--- src/rtl/mips_pkg.sv ---
// Shared constants and types for the MIPS front end.
//   RESET_PC  - PC after reset (kernel mode)
//   ILLOP_PC  - interrupt vector
//   XADR_PC   - address-error vector
//   fetch_state_t - fetch FSM state encoding
package mips_pkg;

   localparam logic [31:0] RESET_PC = 32'h8000_0000;
   localparam logic [31:0] ILLOP_PC = 32'h8000_0004;
   localparam logic [31:0] XADR_PC  = 32'h8000_0008;

   typedef enum logic {
      FS_REQ  = 1'b0,
      FS_HOLD = 1'b1
   } fetch_state_t;

endpackage

--- src/rtl/if_fetch_if.sv ---
// Instruction-memory request/response port.
//   req   - fetch request, held until ack
//   addr  - fetch address
//   ack   - response valid, meaningful only while req=1
//   rdata - instruction word, valid with ack
// master: fetch stage side; slave: memory side.
interface if_fetch_if;
   logic        req;
   logic [31:0] addr;
   logic        ack;
   logic [31:0] rdata;

   modport master (output req, output addr, input ack, input rdata);
   modport slave  (input req, input addr, output ack, output rdata);
endinterface

--- src/rtl/if_fetch.sv ---
// Instruction-fetch stage: owns the architectural PC, fetches the word at PC
// over a variable-latency memory port and holds it until downstream consumes it.
// Ports:
//   clk, reset          - clock, synchronous active-high reset
//   NextPC              - next PC from the PC-select stage
//   Advance             - consume current instruction (only while InstValid)
//   IRQ                 - level interrupt request
//   imem                - instruction-memory port (master)
//   PC, PCPlus4         - current PC and its sequential successor
//   Instruction         - held instruction word
//   InstValid           - Instruction/PC pair valid
//   IRQTaken, AddrErr   - one-cycle pulses aligned with the newly loaded PC
//
// state   | meaning
// FS_REQ  | request outstanding at PC, waiting for ack
// FS_HOLD | instruction held, waiting for Advance
module if_fetch
   import mips_pkg::*;
(
   input  logic                clk,
   input  logic                reset,
   input  logic [31:0]         NextPC,
   input  logic                Advance,
   input  logic                IRQ,
   if_fetch_if.master          imem,
   output logic [31:0]         PC,
   output logic [31:0]         PCPlus4,
   output logic [31:0]         Instruction,
   output logic                InstValid,
   output logic                IRQTaken,
   output logic                AddrErr
);

   fetch_state_t state_q, state_d;
   logic [31:0]  pc_q, pc_d;
   logic [31:0]  instr_q, instr_d;
   logic         irq_pend_q, irq_pend_d;
   logic         irq_taken_q, irq_taken_d;
   logic         addr_err_q, addr_err_d;

   always_ff @(posedge clk) begin
      if (reset) begin
         state_q     <= FS_REQ;
         pc_q        <= RESET_PC;
         instr_q     <= 32'h0;
         irq_pend_q  <= 1'b0;
         irq_taken_q <= 1'b0;
         addr_err_q  <= 1'b0;
      end else begin
         state_q     <= state_d;
         pc_q        <= pc_d;
         instr_q     <= instr_d;
         irq_pend_q  <= irq_pend_d;
         irq_taken_q <= irq_taken_d;
         addr_err_q  <= addr_err_d;
      end
   end

   always_comb begin
      state_d     = state_q;
      pc_d        = pc_q;
      instr_d     = instr_q;
      irq_pend_d  = irq_pend_q | IRQ;
      irq_taken_d = 1'b0;
      addr_err_d  = 1'b0;
      case (state_q)
         FS_REQ: begin
            if (imem.ack) begin
               instr_d = imem.rdata;
               state_d = FS_HOLD;
            end
         end
         FS_HOLD: begin
            if (Advance) begin
               state_d = FS_REQ;
               // Interrupts are only taken from user mode; a request raised in
               // this same cycle stays pending for a later Advance.
               if (irq_pend_q && !pc_q[31]) begin
                  pc_d        = ILLOP_PC;
                  irq_taken_d = 1'b1;
                  irq_pend_d  = IRQ;
               end else if (NextPC[1:0] != 2'b00) begin
                  pc_d       = XADR_PC;
                  addr_err_d = 1'b1;
               end else begin
                  pc_d = NextPC;
               end
            end
         end
         default: state_d = FS_REQ;
      endcase
   end

   assign imem.req    = (state_q == FS_REQ) && !reset;
   assign imem.addr   = pc_q;
   assign PC          = pc_q;
   // Mode bit is preserved; the address part wraps within its 2 GiB half.
   assign PCPlus4     = {pc_q[31], pc_q[30:0] + 31'd4};
   assign Instruction = instr_q;
   assign InstValid   = (state_q == FS_HOLD);
   assign IRQTaken    = irq_taken_q;
   assign AddrErr     = addr_err_q;

endmodule

--- src/flat_wrapper.sv ---
// flat-port wrapper written by rule: the top's interface ports become plain ports
module if_fetch_flat import mips_pkg::*;
  (clk, reset, NextPC, Advance, IRQ, PC, PCPlus4, Instruction, InstValid, IRQTaken, AddrErr, imem_req, imem_addr, imem_ack, imem_rdata);
  if_fetch_if imem_i ();
  input  logic clk;
  input  logic reset;
  input  logic [31:0] NextPC;
  input  logic Advance;
  input  logic IRQ;
  output logic [31:0] PC;
  output logic [31:0] PCPlus4;
  output logic [31:0] Instruction;
  output logic InstValid;
  output logic IRQTaken;
  output logic AddrErr;
  output wire logic [$bits(imem_i.req)-1:0] imem_req;
  output wire logic [$bits(imem_i.addr)-1:0] imem_addr;
  input wire logic [$bits(imem_i.ack)-1:0] imem_ack;
  input wire logic [$bits(imem_i.rdata)-1:0] imem_rdata;
  assign imem_req = imem_i.req;
  assign imem_addr = imem_i.addr;
  assign imem_i.ack = imem_ack;
  assign imem_i.rdata = imem_rdata;
  if_fetch u_core (.clk(clk), .reset(reset), .NextPC(NextPC), .Advance(Advance), .IRQ(IRQ), .imem(imem_i), .PC(PC), .PCPlus4(PCPlus4), .Instruction(Instruction), .InstValid(InstValid), .IRQTaken(IRQTaken), .AddrErr(AddrErr));
endmodule
--- config.mk ---
export PLATFORM = sky130hd
export DESIGN_NAME = if_fetch_flat
export DESIGN_NICKNAME = d
export VERILOG_FILES = /design/src/rtl/mips_pkg.sv /design/src/rtl/if_fetch_if.sv /design/src/rtl/if_fetch.sv /design/src/flat_wrapper.sv
export SDC_FILE = /design/constraint.sdc
export NUM_CORES = 1
export LEC_CHECK = 0
export BUFFER_PORTS_ARGS = -buffer_cell sky130_fd_sc_hd__buf_4
export CAP_MARGIN = 0
export CORE_MARGIN = 8
export CORE_UTILIZATION = 45
export DETAILED_ROUTE_END_ITERATION = 8
export GPL_ROUTABILITY_DRIVEN = 0
export PLACE_DENSITY = 0.84
export SLEW_MARGIN = 20
export SYNTH_ARGS = -nofsm -noshare
export SYNTH_HDL_FRONTEND = slang
export SYNTH_SLANG_ARGS = --single-unit
--- constraint.sdc ---
create_clock -name clk -period 2.8 [get_ports clk]
set_input_delay 0.56 -clock clk [delete_from_list [all_inputs] [get_ports clk]]
set_output_delay 0.56 -clock clk [all_outputs]
set_load 0.03 [all_outputs]
==> results.md <==
* Main flop type after synthesis: dfxtp_1
* Grt ovf at 0
* Area share of the largest cell type after synthesis at 0.454
* RSZ-0062 raised after global routing: false
* Tcrit/Tclk final at 0.937
* 1st-iter DRT viols at 110
* Skew final at 0.0179 ns
* Outcome: finished clean
* Hold Path Class: in2reg
* CP Class: reg2out
* Asr flop ratio synth at 0
* Pwr per Cell Area at 509 nW/µm²
* Measured slew at the worst slew-check pin at 0.403 ns
* Die area at 9540 µm²
* Hold Buf Count CTS at 0
* Via count at 3085
* ANT nets after route at 0
* XOR/XNOR Fraction of Synth Area at 0.0788
* Worst Reg2Reg Path Length in Cells at 5
* Area grow syn2layout at 53.0%
* Tot GR Track Use at 0.201
* Row count at 29
* Cell leakage power at 2.21 nW
* Post-Syn Area at 3000 µm²
* Top cell types by occurrence after synthesis: nand2_1, dfxtp_1, a21oi_1, buf_4, a22o_1
* Post-synthesis adder-cell area fraction at 0.00417
* Fin cells at 596
* Arr. time, crit path at 2.06 ns
* Final nets at 584
* Initial Util at 0.470
* Fillers at 503
* Final max-slew violation count at 0
* EDFF count, synth at 0
* Hold WS at 0.436 ns
* Sequential fraction of the synthesis area at 0.454
* Final min period at 2.62 ns
* Avg Cell Area, Syn at 8.68 µm²
* Largest area contributor in the netlist: dfxtp_1
* Largest net degree at the start of global routing at 39
* Critical Path Start Type: register
* Drt pass-1 iters at 4
* CP startpoint: u_core.PC[6]
* Post-DP Area at 4310 µm²
* Total of warnings raised by yosys at 0
* DR WL/cell at 17.3 µm
* Initial antenna violation count at 0
* Clk_lat worst skew at 0.33 ns
* DIE HEIGHT at 97.7 µm
* Main area contributors after synthesis: dfxtp_1, buf_4, nand2_1
* Synth Area in Compound Gates at 0.148
* Max FO, Critical Path at 7
* # IOs at 201
* Post-route cell area at 4590 µm²
* Mux contribution to synthesized area at 0
* Slew Limit Headroom at 0.731
* Post-Synth Simple-Gate Area at 0.194
* Worst-path clk slew at 0.08 ns
* FMAX at 381 MHz
* Crit. End Element: output pin
* Drt via density at 5.18
* Maximum vdd drop at 0.000507 V
* Vias in the first global route at 3146
* Register area at 1360 µm²
* Clock Sink Count at 68
* Worst Path Required at 2.24 ns
* Clock tree buffer depth at 2
* Root Buffer: clkbuf_8
* DP Wirelength at 7950 µm
* Final WL at 10300 µm
* Synth Instances at 346
* Most common cell in the synthesized netlist: nand2_1
* Largest family of logic cells by synthesized area: simple AND/OR/NAND/NOR gates
* First-pass GRT wire length at 16000 µm
* Worst R2R Start: u_core.InstValid
* CTS tree: done
* # Max-Cap Violations at 0
* Dpl cells at 578
* CTS H-Tree Depth at 3
* Layout cells sized above 1 at 0.449
* #FFs+latches synth at 68
* Critical Path End: PCPlus4[27]
* Num CTS Buffers at 9
* R2R Setup Slk at 1.10 ns
* Final hold vios at 0
* Placeable Area at 6390 µm²
* Unique cell type count in the Yosys netlist at 31
* Port-buffer cells at 200
* Final Setup Violations at 0
* Reg-to-reg endpoint: u_core.PC[9]
* Antenna diodes at 0
* Total negative slack at 0 ns
* Multi-input gate area at 1310 µm²
* DRC at 0
* Mapped Nets at 416
* Die width at 97.7 µm
[repair_timing]
| item | in CTS | in global routing |
|---|---|---|
| gates resized for setup | 1 | 4 |
| setup buffers | 0 | 2 |
| setup endpoints to repair | 2 | 13 |
| pin swaps | 0 | 3 |
[cell type report]
class	count	share of cell area
Clock inverter	4	0.0153
Tap cell	77	0.0210
Inverter	6	0.00490
Sequential cell	68	0.297
Multi-Input combinational cell	220	0.284
Timing Repair Buffer	209	0.342
Clock buffer	12	0.0360
[critical path, stage by stage (launching register included)]
cell and delay (ns):
dfxtp_1 0.46, nand3_1 0.31, nor2_1 0.37, nand4_1 0.16
xnor2_1 0.22, buf_4 0.20
[cell families (layout without fill, tap and decap cells)]
| logic type | after synthesis | after routing |
|---|---|---|
| simple gates | 125 | 125 |
| xor+xnor | 27 | 27 |
| fa+ha+maj | 1 | 1 |
| compound gates | 67 | 67 |
| buf+inv | 58 | 231 |
| flops | 68 | 68 |
[per-layer routing]
| layer | global-route usage | vias up | wire length, µm |
|---|---|---|---|
| met5 | 0 | - | 0 |
| met4 | 0.0641 | 0 | 185 |
| met3 | 0.0917 | 20 | 1150 |
| met2 | 0.348 | 167 | 5030 |
| met1 | 0.212 | 1420 | 3920 |
| li1 | - | 1478 | - |
[report_power, final]
part / switching [W] / internal [W] / leakage (nW)
sequential: 0.0000307 / 0.00100 / 0.555
combinational: 0.000212 / 0.000158 / 1.53
clock: 0.000362 / 0.000572 / 0.122
total: 0.000604 / 0.00174 / 2.21
[layout by cell type (no fill, tap or decap), drive strengths merged]
| cell type | netlist | layout |
|---|---|---|
| and2b | 1 | 1 |
| nand3 | 15 | 15 |
| and3 | 3 | 3 |
| inv | 6 | 6 |
| clkbuf | 12 | 12 |
| xor2 | 6 | 6 |
| buf | 40 | 209 |
| dfxtp | 68 | 68 |
| nor3 | 5 | 5 |
| nand4 | 9 | 9 |
| bufinv | 0 | 2 |
| nor3b | 1 | 1 |
| xnor2 | 21 | 21 |
| clkinv | 0 | 2 |
| and2 | 2 | 2 |
| a211oi | 2 | 2 |
| and4 | 2 | 2 |
| o21ai | 2 | 2 |
| nand2b | 1 | 1 |
| ha | 1 | 1 |
| o21a | 1 | 1 |
| a21oi | 35 | 35 |
| nor4 | 1 | 1 |
| nor2 | 11 | 11 |
| nor2b | 2 | 2 |
| a22o | 27 | 27 |
| nand2 | 71 | 71 |
| or3 | 1 | 1 |
[worst min-delay path by stage]
stage               cells past startpoint                     end                   start
finish                                  2            u_core.PC[7]               NextPC[7]
global placement                        2  u_core.Instruction[20]  u_core.Instruction[20]
global route                            2           u_core.PC[10]              NextPC[10]
floorplan                               2       u_core.irq_pend_q       u_core.irq_pend_q
CTS                                     2           u_core.PC[10]              NextPC[10]
detailed placement                      2  u_core.Instruction[14]  u_core.Instruction[14]
[stage by stage]
step,power [W],worst slack [ns],util
CTS,0.00236,0.00795,0.713
global placement,0.00142,0.419,0.676
global route,0.00242,0.0358,0.719
floorplan,0.00125,0.0526,-
finish,0.00234,0.176,0.719
detailed placement,0.00143,0.332,0.676
[registers in the layout (all words and copies together) (netlist names)]
register and count:
u_core.irq_pend_q 1, u_core.InstValid 1, u_core.IRQTaken 1, u_core.PC 32, u_core.Instruction 32, u_core.AddrErr 1
Power figures use the tool's default switching activity.
